**src/rtl/param_fifo.sv**
```systemverilog
// Synchronous first-word-fall-through FIFO with occupancy thresholds and sticky
// overflow/underflow flags. Status outputs are decoded from registered state only.
module param_fifo #(
    parameter int WIDTH   = 8,
    parameter int DEPTH   = 32,
    parameter int AF_ESIK = DEPTH - 4,
    parameter int AE_ESIK = 4
) (
    input  logic                       clk_i,
    input  logic                       rst_i,
    input  logic                       yaz_en_i,
    input  logic [WIDTH-1:0]           data_i,
    input  logic                       oku_en_i,
    output logic [WIDTH-1:0]           data_o,
    input  logic                       temizle_i,
    input  logic                       hata_temizle_i,
    output logic                       fifo_bos,
    output logic                       fifo_dolu,
    output logic                       esik_dolu_o,
    output logic                       esik_bos_o,
    output logic [$clog2(DEPTH):0]     doluluk_o,
    output logic                       tasma_o,
    output logic                       alt_tasma_o
);

    localparam int AW = $clog2(DEPTH);
    localparam int CW = AW + 1;
    localparam logic [CW-1:0] DEPTH_C = CW'(DEPTH);
    localparam logic [CW-1:0] AF_C    = CW'(AF_ESIK);
    localparam logic [CW-1:0] AE_C    = CW'(AE_ESIK);

    logic [WIDTH-1:0] mem_q [DEPTH];
    logic [AW-1:0]    wr_ptr_q, wr_ptr_d;
    logic [AW-1:0]    rd_ptr_q, rd_ptr_d;
    logic [CW-1:0]    count_q, count_d;
    logic             tasma_q, tasma_d;
    logic             alt_tasma_q, alt_tasma_d;
    logic             wr_ok_s, rd_ok_s;
    logic             full_s, empty_s;

    assign full_s      = (count_q == DEPTH_C);
    assign empty_s     = (count_q == {CW{1'b0}});
    assign fifo_dolu   = full_s;
    assign fifo_bos    = empty_s;
    assign esik_dolu_o = (count_q >= AF_C);
    assign esik_bos_o  = (count_q <= AE_C);
    assign doluluk_o   = count_q;
    assign tasma_o     = tasma_q;
    assign alt_tasma_o = alt_tasma_q;
    assign data_o      = mem_q[rd_ptr_q];

    // Next-state for pointers, occupancy and sticky flags; flush beats read/write.
    always_comb begin
        wr_ok_s     = yaz_en_i && !full_s && !temizle_i;
        rd_ok_s     = oku_en_i && !empty_s && !temizle_i;
        wr_ptr_d    = wr_ptr_q;
        rd_ptr_d    = rd_ptr_q;
        count_d     = count_q;
        tasma_d     = tasma_q;
        alt_tasma_d = alt_tasma_q;

        if (temizle_i) begin
            wr_ptr_d = {AW{1'b0}};
            rd_ptr_d = {AW{1'b0}};
            count_d  = {CW{1'b0}};
        end else begin
            if (wr_ok_s) begin
                wr_ptr_d = wr_ptr_q + AW'(1);
            end else begin
                wr_ptr_d = wr_ptr_q;
            end
            if (rd_ok_s) begin
                rd_ptr_d = rd_ptr_q + AW'(1);
            end else begin
                rd_ptr_d = rd_ptr_q;
            end
            case ({wr_ok_s, rd_ok_s})
                2'b10:   count_d = count_q + CW'(1);
                2'b01:   count_d = count_q - CW'(1);
                default: count_d = count_q;
            endcase
        end

        // A same-cycle error event takes precedence over the clear request.
        if (yaz_en_i && full_s && !temizle_i) begin
            tasma_d = 1'b1;
        end else if (hata_temizle_i) begin
            tasma_d = 1'b0;
        end else begin
            tasma_d = tasma_q;
        end
        if (oku_en_i && empty_s && !temizle_i) begin
            alt_tasma_d = 1'b1;
        end else if (hata_temizle_i) begin
            alt_tasma_d = 1'b0;
        end else begin
            alt_tasma_d = alt_tasma_q;
        end
    end

    // Control state registers with asynchronous reset.
    always_ff @(posedge clk_i or posedge rst_i) begin
        if (rst_i) begin
            wr_ptr_q    <= {AW{1'b0}};
            rd_ptr_q    <= {AW{1'b0}};
            count_q     <= {CW{1'b0}};
            tasma_q     <= 1'b0;
            alt_tasma_q <= 1'b0;
        end else begin
            wr_ptr_q    <= wr_ptr_d;
            rd_ptr_q    <= rd_ptr_d;
            count_q     <= count_d;
            tasma_q     <= tasma_d;
            alt_tasma_q <= alt_tasma_d;
        end
    end

    // Storage array is deliberately left unreset.
    always_ff @(posedge clk_i) begin
        if (wr_ok_s) begin
            mem_q[wr_ptr_q] <= data_i;
        end
    end

endmodule

```
**config.mk**
```make
export PLATFORM = sky130hd
export DESIGN_NAME = param_fifo
export DESIGN_NICKNAME = d
export VERILOG_FILES = /design/src/rtl/param_fifo.sv
export SDC_FILE = /design/constraint.sdc
export NUM_CORES = 1
export LEC_CHECK = 0
export BUFFER_PORTS_ARGS = -buffer_cell sky130_fd_sc_hd__buf_2
export CAP_MARGIN = 40
export CORE_MARGIN = 2
export CORE_UTILIZATION = 45
export DETAILED_ROUTE_END_ITERATION = 7
export PLACE_DENSITY = 0.58
export SLEW_MARGIN = 5
export SYNTH_ARGS = -nofsm -noshare
export SYNTH_HDL_FRONTEND = slang
export SYNTH_SLANG_ARGS = --single-unit
```
**constraint.sdc**
```tcl
create_clock -name clk_i -period 7.85 [get_ports clk_i]
set_input_delay 1.57 -clock clk_i [delete_from_list [all_inputs] [get_ports clk_i]]
set_output_delay 1.57 -clock clk_i [all_outputs]
set_load 0.02 [all_outputs]
```
# Yosys cells after proc, flatten, opt, wreduce, memory -nomap -nowiden

Memories as Yosys holds them, arrays and structs flattened.
Cells that the tools add are included.

Bits in registers: 18
Memory bits (writable): 256
Output and inout port bits: 20
Logic and storage cells: 43
Memories: 1

Memory list:

| name  | words | width | rd ports | clocked after Yosys merged registers in | write ports | line | text |
|---|---|---|---|---|---|---|---|
| mem_q | 32    | 8     | 1        | 0                                       | 1           | 32   | `logic [WIDTH-1:0] mem_q [DEPTH];` |

Add/sub/neg operators: 4
Magnitude comparators: 2
Eq/ne operators: 3
Multiplexer cells: 11
Reduce and logical (&&, ||, !) cells: 17

Operator list:

| operator                                                                          | count |
|---|---|
| 5-bit 2-to-1 mux                                                                  | 4 |
| 6-bit one-hot mux with 2 select lines                                             | 1 |
| 5-bit by 1-bit adder with 5-bit output (second input constant)                    | 2 |
| 1-bit logical AND                                                                 | 8 |
| 2-bit nonzero test                                                                | 4 |
| 6-bit by 1-bit adder with 6-bit output (second input constant)                    | 1 |
| 6-bit equality test (second input constant)                                       | 1 |
| 6-bit by 5-bit >= comparator with 1-bit output (second input constant)            | 1 |
| 6-bit by 3-bit less-or-equal comparator with 1-bit output (second input constant) | 1 |
| 6-bit logical NOT                                                                 | 1 |
| 6-bit 2-to-1 mux                                                                  | 1 |
| 6-bit by 1-bit subtractor with 6-bit output (second input constant)               | 1 |
| 1-bit 2-to-1 mux                                                                  | 5 |
| 1-bit logical NOT                                                                 | 3 |
| 3-bit nonzero test                                                                | 1 |
| 2-bit by 1-bit equality test with 1-bit output (second input constant)            | 1 |
| 2-bit equality test (second input constant)                                       | 1 |

# Depth between registers and ports, before layout

Gate-level depths: netlist of the first run.

Word-level depth: 7
Mapped depth: 13
Depth with buffers taken out: 10

# Worst setup path before layout of the first run

No wires, ideal clock.

Path type: register to output
From: register rd_ptr_q[0]
To: output port data_o[0]
Data arrival time: 2,225 ps
Required time: 6,280 ps
Slack: 4,055 ps
Stages on the path, launching flop included: 6
Buffers on the path: 2
Cells stage by stage: dfrtp_1 -> buf_2 -> buf_2 -> mux4_2 -> mux4_2 -> mux2_2

Longest elaborated chain between the ends: 1

RTL lines:

| item                   | line | text |
|---|---|---|
| from (decl)            | 34   | `logic [AW-1:0] rd_ptr_q, rd_ptr_d;` |
| from (signal assigned) | 105  | `rd_ptr_q <= {AW{1'b0}};` |
| from (signal assigned) | 111  | `rd_ptr_q <= rd_ptr_d;` |
| memory read 32 x 8 bit | n/a  |  |
| to (decl)              | 14   | `output logic [WIDTH-1:0] data_o,` |

No other way between the ends.

# Worst setup path in the final report of the first run

From: register rd_ptr_q[0]
To: output port data_o[7]

Same word-level chain as after synthesis.

==> results of run 1 <==
synthesized netlist by cell type, drive strengths merged (8+ instances only):
library cell / instances / share of area [%]
edfxtp: 256 / 69
mux4: 80 / 16
nor2: 52 / 1.7
dfrtp: 18 / 4.0
clkbuf: 17 / 0.57
nand2: 16 / 0.54
buf: 15 / 0.66
nand3: 10 / 0.49
inv: 9 / 0.30
xor2: 9 / 0.71
ha: 8 / 0.90
mux2: 8 / 0.81
flip-flops by register name (all words and copies together), names as in the netlist:
name and flops:
rd_ptr_q 5, wr_ptr_q 5, doluluk_o 6, alt_tasma_o 1, tasma_o 1, mem_q 256
worst paths after layout:
path / from / endpoint / slack [ns] / cells after the start
max: rd_ptr_q[0] / data_o[7] / 2.82 / 6
min: alt_tasma_o / alt_tasma_o / 0.54 / 2
max reg2reg: doluluk_o[3] / doluluk_o[4] / 4.36 / 10
min reg2reg: alt_tasma_o / alt_tasma_o / 0.54 / 2
max in group asynchronous: rst_i / rd_ptr_q[0] / 6.15 / 2
min in group asynchronous: rst_i / doluluk_o[4] / 1.15 / 2
through the flow:
| step | power, W | hold WS (ns) | instances | utilization, % |
|---|---|---|---|---|
| after detailed placement | 0.00258 | 0.522 | 915 | 48.9 |
| final | 0.00382 | 0.536 | 966 | 52.6 |
| after global routing | 0.00398 | 0.576 | 966 | 52.6 |
| after global placement | 0.00254 | 0.521 | 890 | 47.7 |
| after CTS | 0.00387 | 0.533 | 966 | 52.6 |
| after floorplan | 0.00234 | 0.579 | 562 | - |
cell families after synthesis:
group / Yosys count / synth area share [%]
compound gates: 31 / 2.19
mux: 92 / 17.3
simple gates: 106 / 4.53
fa+ha+maj: 8 / 0.895
flops: 274 / 72.8
buf+inv: 41 / 1.53
xor+xnor: 10 / 0.783
metal layers:
metal / track usage (%) / wire, um
met4: 4.75 / 464
met3: 3.36 / 1600
met2: 31.1 / 11800
met1: 26.9 / 10200
met5: 0 / 0
power groups by stage:
| stage | combinational (W) | clock (W) | sequential (W) |
|---|---|---|---|
| 6_report | 0.000856 | 0.00129 | 0.00168 |
| 5_1_grt | 0.000918 | 0.00138 | 0.00168 |
| 3_3_place_gp | 0.000778 | 0 | 0.00176 |
| 2_1_floorplan | 0.000644 | 0 | 0.00169 |
| 4_1_cts | 0.000872 | 0.00131 | 0.00168 |
| 3_5_place_dp | 0.000867 | 0 | 0.00171 |
critical path, cell delays in order (launching register included):
cell                      delay (ns)
sky130_fd_sc_hd__dfrtp_4        0.52
sky130_fd_sc_hd__buf_16         0.29
sky130_fd_sc_hd__buf_4          0.51
sky130_fd_sc_hd__mux4_2         0.59
sky130_fd_sc_hd__mux4_2         0.53
sky130_fd_sc_hd__mux2_2         0.29
sky130_fd_sc_hd__buf_2          0.16
layout make-up:
cell class,count,area share (%)
Clock buffer,31,5.72
Tap cell,324,3.16
Sequential cell,274,63.5
Timing Repair Buffer,61,3.62
Clock inverter,20,1.33
Inverter,9,0.263
Multi-Input combinational cell,247,22.4
==> impl.org, run 1 <==
** Finish
- Highest-count cells in the layout ignoring fill and taps :: sky130_fd_sc_hd__edfxtp_1, sky130_fd_sc_hd__mux4_2, sky130_fd_sc_hd__nor2_1
- The number of antenna diodes in the final layout is 0.
- Post-route cell area :: 12800 um^2
- Summing all flip-flop and latch instances after layout gives 8140 um^2.
- Fraction of final layout cells sized beyond drive strength 1 :: 31.0%
- The area growth from synthesis to layout is 14.7%.
- In the final design database the tool counted 643 nets.
- Multi-input gate area :: 2870 um^2
- The layout has 1946 filler cells.
- The library cell used most frequently in the layout, excluding fill and tap cells, is sky130_fd_sc_hd__edfxtp_1.

** GRT
- Wire length of the first global-routing pass :: 36700 um
- Entering global routing, the biggest net connects 58 pins.
- Global routing used 19.0% of the available tracks.
- Total congestion overflow after global routing :: 0
- Vias in the first global route :: 5923
- The initial antenna violation count is 0.

** Place
- Routability Congestion :: 0.809
- Detailed Place HPWL :: 15900 um
- Worst-case setup slack after placement :: 3.31 ns
- In this run the cell area measured after placement is 11900 um^2.
- IO Port Bufs :: 33

** CTS
- For the worst-skew pair, the clock arrives at the later sink with an insertion delay of 0.53 ns.
- Clk pin slew, worst setup/hold paths :: 0.06 ns
- The longest clock path from root to sink contains 3 buffers.
- Post-CTS Setup Inserts :: 0
- Depth of the CTS H-tree :: 1
- The number of clock buffers added by TritonCTS is 28.
- Clock tree synthesis selected as its root buffer the cell sky130_fd_sc_hd__clkbuf_16.
- The tree built by TritonCTS fans out to 274 sinks.
- Number of buffers added to fix hold violations after cts :: 0
- TritonCTS clock tree :: yes
- Count of cells resized by post-cts repair :: 0

** Timing
- Setup repair after global routing left no endpoint under its margin.
- Crit path setup slack, layout :: 2.82 ns
- The worst path in the final design needs a cycle of 5.03 ns, including I/O delays and setup.
- Count of endpoints failing setup in the final report :: 0
- The clock arrives with 0.0157 ns of skew.
- The count of pins over their slew limit came to 0.
- For the pin with the worst max-slew slack, the measured transition is 0.882 ns.
- Max Fclk :: 0.199 GHz
- In this run the tightest slew margin relative to its limit is 41.2%.
- Fin. Hold Viols :: 0
- The worst path uses 64.1% of the clock period.
- For the final routed database, the setup TNS stands at 0 ns.

** Pwr
- The clock network accounts for 33.7% of the total power.
- Switching part of the total power :: 26.5%
- Peak supply drop :: 0.179 mV
- Registers are responsible for 43.9% of the overall power.
- Cell internal power was estimated by the tool at 0.00281 W.
- Combinational Power Share :: 22.4%
- Summed over all nets, the switching power comes to 0.00101 W.
- For this design the static power due to leakage is 4.14 nW.
- Power density cells :: 298 nW/um^2

** Die
- I/O pins :: 34
- Number of core rows :: 57
- The die is 162 um wide.
- Height of the die :: 162 um
- Once the floorplan was initialized, standard cells occupied 45.8% of the core.
- Placeable Area :: 24400 um^2
- The floorplan step defined a die boundary enclosing 26100 um^2.

** Synth
- Synthesized area per cell :: 19.9 um^2
- Among all flip-flop cells after synthesis, the most frequent one is sky130_fd_sc_hd__edfxtp_1.
- During synthesis, Yosys emitted a total of 0 warnings.
- Mapped Cells :: 562
- Share of synthesized registers carrying an async set or reset :: 6.57%
- Counting flops with a built-in enable in the synthesized netlist gives 256.
- Synth Register Bits :: 274
- Number of distinct library cells after synthesis :: 47
- Summing the sequential cell areas from Yosys gives 72.8% of the chip area.
- Synthesis produced a netlist with a net count of 584.
- Summing every instance area after synthesis gives 11200 um^2.

** Setup path
- At the worst endpoint, the required time is 6.28 ns.
- Type of the worst setup path :: reg2out
- In this run the worst path has a maximum fanout of 35.
- For the worst setup path, the data arrival time is 3.46 ns.
- Type of origin of the critical path :: flip-flop
- The worst setup path is captured at an output pin.

** Detailed routing
- Number of violations reported at the end of detailed-routing iteration 0 :: 558
- Drt via density :: 5.81
- In the final routed layout, each cell accounts on average for 24.8 um.
- Detailed-route via count :: 5608
- The detail route stage leaves a number of antenna-violating nets equal to 0.
- After detailed routing, the total wire length is 24000 um.
- For this run, design rule violations remaining after detail routing come to 0.
- Drt pass-1 iters :: 5

** Min path
- Class of the tightest hold or removal check :: reg2reg

** Status
- The run finished with clean final reports.

** Job
- Max-capacitance violation count :: 0
Note: power is estimated with default switching activity, not from simulation.
==> run 2, diff against run 1 <==
--- a/config.mk
+++ b/config.mk
@@ -10,7 +10,7 @@
 export CORE_MARGIN = 2
 export CORE_UTILIZATION = 45
 export DETAILED_ROUTE_END_ITERATION = 7
-export PLACE_DENSITY = 0.58
+export PLACE_DENSITY = 0.6
 export SLEW_MARGIN = 5
 export SYNTH_ARGS = -nofsm -noshare
 export SYNTH_HDL_FRONTEND = slang
==> constraint.sdc (replaced) <==
create_clock -name clk_i -period 4.43 [get_ports clk_i]
set_input_delay 0.886 -clock clk_i [delete_from_list [all_inputs] [get_ports clk_i]]
set_output_delay 0.886 -clock clk_i [all_outputs]
set_load 0.02 [all_outputs]
==> impl.org, run 2 (synthesized netlist as in run 1, its figures left out) <==
** Detailed routing
- Detailed-route via count :: 5487 (-2.2%)
- Antenna Nets Post-Route :: 0 (unchanged)
- The post-detailed-route wirelength per cell was 23.9 um (-3.7%).
- The total detailed-routing wirelength is 22800 um (-4.9%).
- The iteration-0 DRC count of the detailed router came to 560 (+0.36%).
- Remaining DRCs :: 0 (unchanged)
- The per-cell via count in the routed design is 5.75 (-0.93%).
- The first-pass iteration count of the detailed router came to 5 (unchanged).

** Timing
- Count of endpoints failing setup in the final report :: 0 (unchanged)
- Final cycle utilization of the critical path :: 88.6%
- The final hold violation count came to 0 (unchanged).
- The normalized max-slew margin is 38.0% (-3.2 points).
- The clock period could shrink to 3.93 ns.
- For this run, the top clock speed supported by timing is 0.255 GHz.
- Max-slew violation total from the final report :: 0 (unchanged)
- Worst Tran Pin Value :: 0.926 ns (+0.0440 ns)
- Unrepaired setup endpoints after global routing :: no
- Setup total negative slack :: 0 ns (unchanged)
- The clock tree skew after final layout is 0.00701 ns (-0.00871 ns).

** Pwr
- The leakage power summed over all cells came to 4.05 nW (-2.1%).
- Combinational Power Share :: 22.9% (+0.5 points)
- The switching part of the total came to 26.8% (+0.30 points).
- Power density cells :: 531 nW/um^2 (+78%)
- Internal :: 0.00492 W (+75%)
- Part of the power in the clock network :: 33.2% (-0.5 points)
- The share of total power in sequential cells is 43.9% (about the same).
- The reported net switching power was 0.00180 W (+78%).
- The worst ir drop on vdd is 0.382 mV (+110%).

** Finish
- The multi-input logic area came to 2870 um^2 (unchanged).
- Relative area change from synthesis to final layout :: 13.1%
- The post-layout net count was 634 (-1.4%).
- Fraction of final layout cells sized beyond drive strength 1 :: 29.8% (-1.2 points)
- The flip-flop and latch area came to 8140 um^2 (unchanged).
- Counting flops per register, the top entry is mem_q.
- Number of antenna diodes :: 0 (unchanged)
- The flip-flop count of the largest register, all copies and words added is 256 (unchanged).
- The library cell used most frequently in the layout, excluding fill and tap cells, is sky130_fd_sc_hd__edfxtp_1.
- Final standard cell count with taps included and fillers excluded :: 954 (-1.2%)
- Highest-count cells in the layout ignoring fill and taps :: sky130_fd_sc_hd__edfxtp_1, sky130_fd_sc_hd__mux4_2, sky130_fd_sc_hd__nor2_1
- Number of filler cells placed in the layout :: 1952 (+0.31%)

** Die
- The die height came to 162 um (unchanged).
- The standard cell core area was 24400 um^2 (unchanged).
- The width of the chip came to 162 um (unchanged).
- The number of top-level pins came to 34 (unchanged).
- The area of the die is 26100 um^2 (unchanged).
- Starting density of the core :: 45.8% (unchanged)
- Number of core rows :: 57 (unchanged)

** Place
- IO Port Bufs :: 33 (unchanged)
- Instance count after placement with tap cells included :: 902 (-1.4%)
- Detailed Place HPWL :: 14500 um (-9.0%)
- The final weighted congestion of routability-driven global placement was 0.832 (+2.8%).

** Min path
- Class of the tightest hold or removal check :: in2async

** GRT
- The global-route wire length before repair came to 35000 um (-4.8%).
- GRT busiest layer :: met2
- The met3 global-route usage is 3.83% (+0.46 points).
- The aggregate global routing overflow was 0 (unchanged).
- Number of antenna violations at the first check in global routing :: 0 (unchanged)
- The global-route track usage on met1 was 26.1% (-0.80 points).
- GRT Total Usage :: 18.0% (-0.98 points)
- Vias in the first global route :: 5585 (-5.7%)
- Global routing usage on met2 :: 28.7% (-2.4 points)
- Largest net degree at the start of global routing :: 68 (+17%)

** Setup path
- Grouping stages by cell kind, the critical path spends the most delay in multiplexers.
- Endpoint of the most critical register-to-register path :: doluluk_o[4]
- The flop-to-flop setup slack is 0.98 ns (-3.38 ns).
- Data arrival time of the critical path :: 3.04 ns (-0.42 ns)
- Following the worst setup path forward leads to its endpoint at data_o[3].
- The critical path goes through buf_12 -> mux4_2 -> mux4_2 -> mux2_2 -> buf_2.
- Type of origin of the critical path :: flip-flop
- The delay of the slowest cell on the worst path came to 0.61 ns (+0.02 ns).
- The critical path starts at rd_ptr_q[0].
- The worst register-to-register path begins at doluluk_o[4].
- The worst path buffer plus inverter count came to 2 (-1).
- The cell that appears most often on the critical path is sky130_fd_sc_hd__mux4_2.
- CP required :: 3.54 ns (-2.74 ns)
- Stages on worst setup path :: 5 (-1)
- The critical path is of the reg2out type.
- Among all stages on the critical path, the largest delay is contributed by sky130_fd_sc_hd__mux4_2.
- Worst setup EP type :: output pin
- Worst r2r path cells :: 9 (-1)
- The highest net fanout along the worst path came to 67 (+91%).

** CTS
- The number of buffers inserted to repair setup after CTS was 0 (unchanged).
- Sinks on the clock net :: 274 (unchanged)
- Total clock buffers created by CTS :: 29 (+3.6%)
- Count of cells resized by post-cts repair :: 0 (unchanged)
- Clk pin slew, worst setup/hold paths :: 0.06 ns (about the same)
- Number of buffers added to fix hold violations after cts :: 0 (unchanged)
- The clock insertion delay at the later pin of the skew report came to 0.53 ns (about the same).
- TritonCTS clock tree :: yes
- The buffer depth of the longest clock path came to 3 (unchanged).
- Root Buffer Master :: sky130_fd_sc_hd__clkbuf_16
- Depth of the CTS H-tree :: 1 (unchanged)

** Job
- The total of max-cap violations came to 0 (unchanged).

** Status
- Status :: completed
==> run 2: per-layer routing <==
layer	vias to the layer above	wire length [um]
met3	26	1490
met5	-	0
met4	0	357
met1	2895	10000
met2	171	11000
li1	2395	-
==> run 2: area by class of cell <==
| type | instances | share of cell area [%] |
|---|---|---|
| sequential | 274 | 64.4 |
| multi-input combinational | 247 | 22.7 |
| clock buffer | 35 | 5.92 |
| tap | 324 | 3.21 |
| timing repair buffer | 51 | 2.53 |
| clock inverter | 14 | 0.960 |
| inverter | 9 | 0.267 |
==> run 2: worst min-delay path by stage <==
stage,from,endpoint,slack [ns],cells past startpoint
after floorplan,wr_ptr_q[0],wr_ptr_q[0],0.58,2
after global placement,alt_tasma_o,alt_tasma_o,0.52,2
after detailed placement,alt_tasma_o,alt_tasma_o,0.55,2
after CTS,rst_i,alt_tasma_o,0.49,2
after global routing,rst_i,alt_tasma_o,0.52,2
final,rst_i,alt_tasma_o,0.47,2
==> run 2: power by group through the flow <==
stage / Clock [W] / Combinational, W / Sequential [W]
final: 0.00223 / 0.00154 / 0.00294
after detailed placement: 0 / 0.00157 / 0.00300
after global routing: 0.00237 / 0.00166 / 0.00295
after CTS: 0.00227 / 0.00158 / 0.00294
after floorplan: 0 / 0.00114 / 0.00300
after global placement: 0 / 0.00155 / 0.00299
==> run 2: stage by stage <==
step                total power, W  hold slack (ns)  cell area (um^2)  worst slack [ns]  util [%]
floorplan                  0.00414            0.579             11200              1.30         -
global placement           0.00455            0.524             11700              1.01      47.8
detailed placement         0.00457            0.549             11800             0.996      48.2
CTS                        0.00679            0.487             12600             0.431      51.7
global route               0.00698            0.517             12600             0.381      51.8
finish                     0.00671            0.473             12600             0.504      51.8
==> run 3, diff against run 2 <==
--- a/config.mk
+++ b/config.mk
@@ -5,12 +5,12 @@
 export SDC_FILE = /design/constraint.sdc
 export NUM_CORES = 1
 export LEC_CHECK = 0
-export BUFFER_PORTS_ARGS = -buffer_cell sky130_fd_sc_hd__buf_2
 export CAP_MARGIN = 40
 export CORE_MARGIN = 2
 export CORE_UTILIZATION = 45
 export DETAILED_ROUTE_END_ITERATION = 7
-export PLACE_DENSITY = 0.6
+export DONT_BUFFER_PORTS = 1
+export PLACE_DENSITY = 0.71
 export SLEW_MARGIN = 5
 export SYNTH_ARGS = -nofsm -noshare
 export SYNTH_HDL_FRONTEND = slang
==> constraint.sdc (replaced) <==
create_clock -name clk_i -period 4.43 [get_ports clk_i]
set_input_delay 0.2215 -clock clk_i [delete_from_list [all_inputs] [get_ports clk_i]]
set_output_delay 0.2215 -clock clk_i [all_outputs]
set_load 0.02 [all_outputs]
==> impl.org, run 3 (synthesized netlist as in run 1, its figures left out) <==
** Timing
- Max Fclk :: 0.290 GHz (+14%)
- Setup repair after global routing left no endpoint under its margin.
- The clock tree skew after final layout came to 0.0146 ns (+0.00757 ns).
- The summed negative setup slack over all endpoints is 0 ns (unchanged).
- Worst Tran Pin Value :: 0.830 ns (-0.0955 ns)
- Fin. Hold Viols :: 0 (unchanged)
- Final cycle utilization of the critical path :: 77.8% (-11 points)
- Minimum clock period after layout :: 3.45 ns (-0.478 ns)
- The normalized max-slew margin was 44.4% (+6.4 points).
- The count of endpoints failing setup in the final report came to 0 (unchanged).
- The count of pins over their slew limit came to 0 (unchanged).

** Finish
- Most common library cell in the layout ignoring fill and taps :: sky130_fd_sc_hd__edfxtp_1
- In the layout the commonest cells are sky130_fd_sc_hd__edfxtp_1, sky130_fd_sc_hd__mux4_2, sky130_fd_sc_hd__nor2_1.
- The share of post-route cells with drive strength above 1 is 25.2% (-4.7 points).
- Final standard cell count with taps included and fillers excluded :: 933 (-2.2%)
- Relative area change from synthesis to final layout :: 14.0%
- The post-route cell area came to 12700 um^2 (+0.84%).
- The post-layout net count came to 610 (-3.8%).
- The flip-flop count of the largest register, all copies and words added is 256 (unchanged).
- The number of inserted filler cells in the final layout came to 1902 (-2.6%).
- Largest register by flop count :: mem_q

** CTS
- TritonCTS clock tree :: yes
- Count of cells resized by post-cts repair :: 0 (unchanged)
- Total clock buffers created by CTS :: 28 (-3.4%)
- Depth of the CTS H-tree :: 1 (unchanged)
- Clk pin slew, worst setup/hold paths :: 0.06 ns (about the same)
- The clock insertion delay at the later pin of the skew report was 0.53 ns (about the same).
- Sinks on the clock net :: 274 (unchanged)
- The buffer depth of the longest clock path was 3 (unchanged).
- Number of buffers added to fix hold violations after cts :: 21 (+21)
- In this run the clock root is driven by a sky130_fd_sc_hd__clkbuf_16.
- Post-CTS Setup Inserts :: 0 (unchanged)

** Die
- Die Area :: 26100 um^2 (unchanged)
- The width of the chip came to 162 um (unchanged).
- The number of top-level pins came to 34 (unchanged).
- The starting density of the core is 45.8% (unchanged).
- Height of the die :: 162 um (unchanged)
- The number of standard-cell rows in the floorplan is 57 (unchanged).
- The standard cell core area came to 24400 um^2 (unchanged).

** GRT
- The overall fraction of global-route tracks in use was 18.0% (-0.080 points).
- Total congestion overflow after global routing :: 0 (unchanged)
- Number of antenna violations at the first check in global routing :: 1 (+1)
- The number of global-route vias before repair came to 5644 (+1.1%).
- Wire length of the first global-routing pass :: 35100 um (+0.26%)
- Largest net degree at the start of global routing :: 38 (-44%)

** Job
- The total of max-cap violations was 0 (unchanged).

** Detailed routing
- Antenna Nets Post-Route :: 0 (unchanged)
- Remaining DRCs :: 0 (unchanged)
- The iteration-0 DRC count of the detailed router was 704 (+26%).
- Drt via density :: 5.87 (+2.1%)
- Detailed-route via count :: 5478 (-0.16%)
- The total detailed-routing wirelength is 23000 um (+0.78%).
- Wirelength per Cell :: 24.7 um (+3.0%)
- The first-pass iteration count of the detailed router was 5 (unchanged).

** Setup path
- Crit path max fanout :: 8 (-88%)
- Worst r2r path cells :: 9 (unchanged)
- Worst setup EP type :: flip-flop
- Type of origin of the critical path :: flip-flop
- The critical path is of the reg2reg type.
- The required time at the worst-slack endpoint came to 4.89 ns (+1.35 ns).
- Data arrival time of the critical path :: 3.91 ns (+0.87 ns)

** Status
- The flow ran to the end, and the final reports show no timing, DRC or antenna violations.

** Place
- Placement-stage cell area :: 11500 um^2 (-1.7%)
- Detailed Place HPWL :: 14000 um (-3.5%)
- The final weighted congestion of routability-driven global placement is 0.914 (+9.8%).
- The count of input and output buffers came to 0 (-100%).
- Instance count after placement with tap cells included :: 860 (-4.7%)

** Min path
- The path class of the tightest hold or removal check is in2reg.
- The worst hold path passes through 2 cells.

** Pwr
- The worst ir drop on vdd came to 0.275 mV (-28%).
- The leakage power summed over all cells came to 4.00 nW (-1.2%).
- Power density cells :: 531 nW/um^2 (+0.10%)
- The post-route total power was 0.00678 W (+0.95%).
[run 3: critical path, cell delays in order (launching register included)]
cell	delay, ns
sky130_fd_sc_hd__dfrtp_1	0.51
sky130_fd_sc_hd__or4_1	0.70
sky130_fd_sc_hd__or3_1	0.51
sky130_fd_sc_hd__nand3_2	0.16
sky130_fd_sc_hd__inv_1	0.10
sky130_fd_sc_hd__ha_1	0.36
sky130_fd_sc_hd__or3b_2	0.50
sky130_fd_sc_hd__o211a_1	0.24
sky130_fd_sc_hd__nor3_1	0.17
sky130_fd_sc_hd__a211o_1	0.12
[run 3: cell type report]
class                      instances  area, um^2  share of cell area, %
sequential                       274        8140                   63.9
multi-input combinational        247        2870                   22.5
clock buffer                      31         733                   5.75
tap                              324         405                   3.18
timing repair buffer              28         389                   3.05
clock inverter                    19         171                   1.34
inverter                           9        33.8                  0.265
antenna                            1        2.50                 0.0196
[run 3: path summary, 6_finish.rpt]
kind | from | end | slack [ns]
worst max-delay path | doluluk_o[4] | doluluk_o[4] | 0.98
worst min-delay path | oku_en_i | doluluk_o[5] | 0.04
worst max register to register | doluluk_o[4] | doluluk_o[4] | 0.98
worst min register to register | rd_ptr_q[2] | rd_ptr_q[2] | 0.59
max in group asynchronous | rst_i | rd_ptr_q[0] | 3.65
min in group asynchronous | rst_i | doluluk_o[0] | 0.25
[run 3: through the flow]
step	worst slack, ns	hold WS (ns)	util [%]
floorplan	1.30	0.160	-
detailed placement	1.01	0.271	47.3
global route	0.757	0.0454	52.3
finish	0.982	0.0431	52.3
global placement	1.10	0.255	47.2
CTS	0.984	0.0210	52.2
[run 3: power by group]
group	leakage, nW	total (W)	internal [W]	switching (W)
clock network	0.445	0.00230	0.00136	0.000936
logic	1.01	0.00142	0.000719	0.000704
registers	2.54	0.00306	0.00288	0.000176
[run 3: per-layer routing]
layer / up-vias / GRT usage [%] / routed length [um]
met1: 2909 / 25.5 / 9540
met2: 199 / 29.4 / 11600
li1: 2348 / - / -
met3: 22 / 3.62 / 1610
met4: 0 / 3.54 / 258
met5: - / 0 / 0
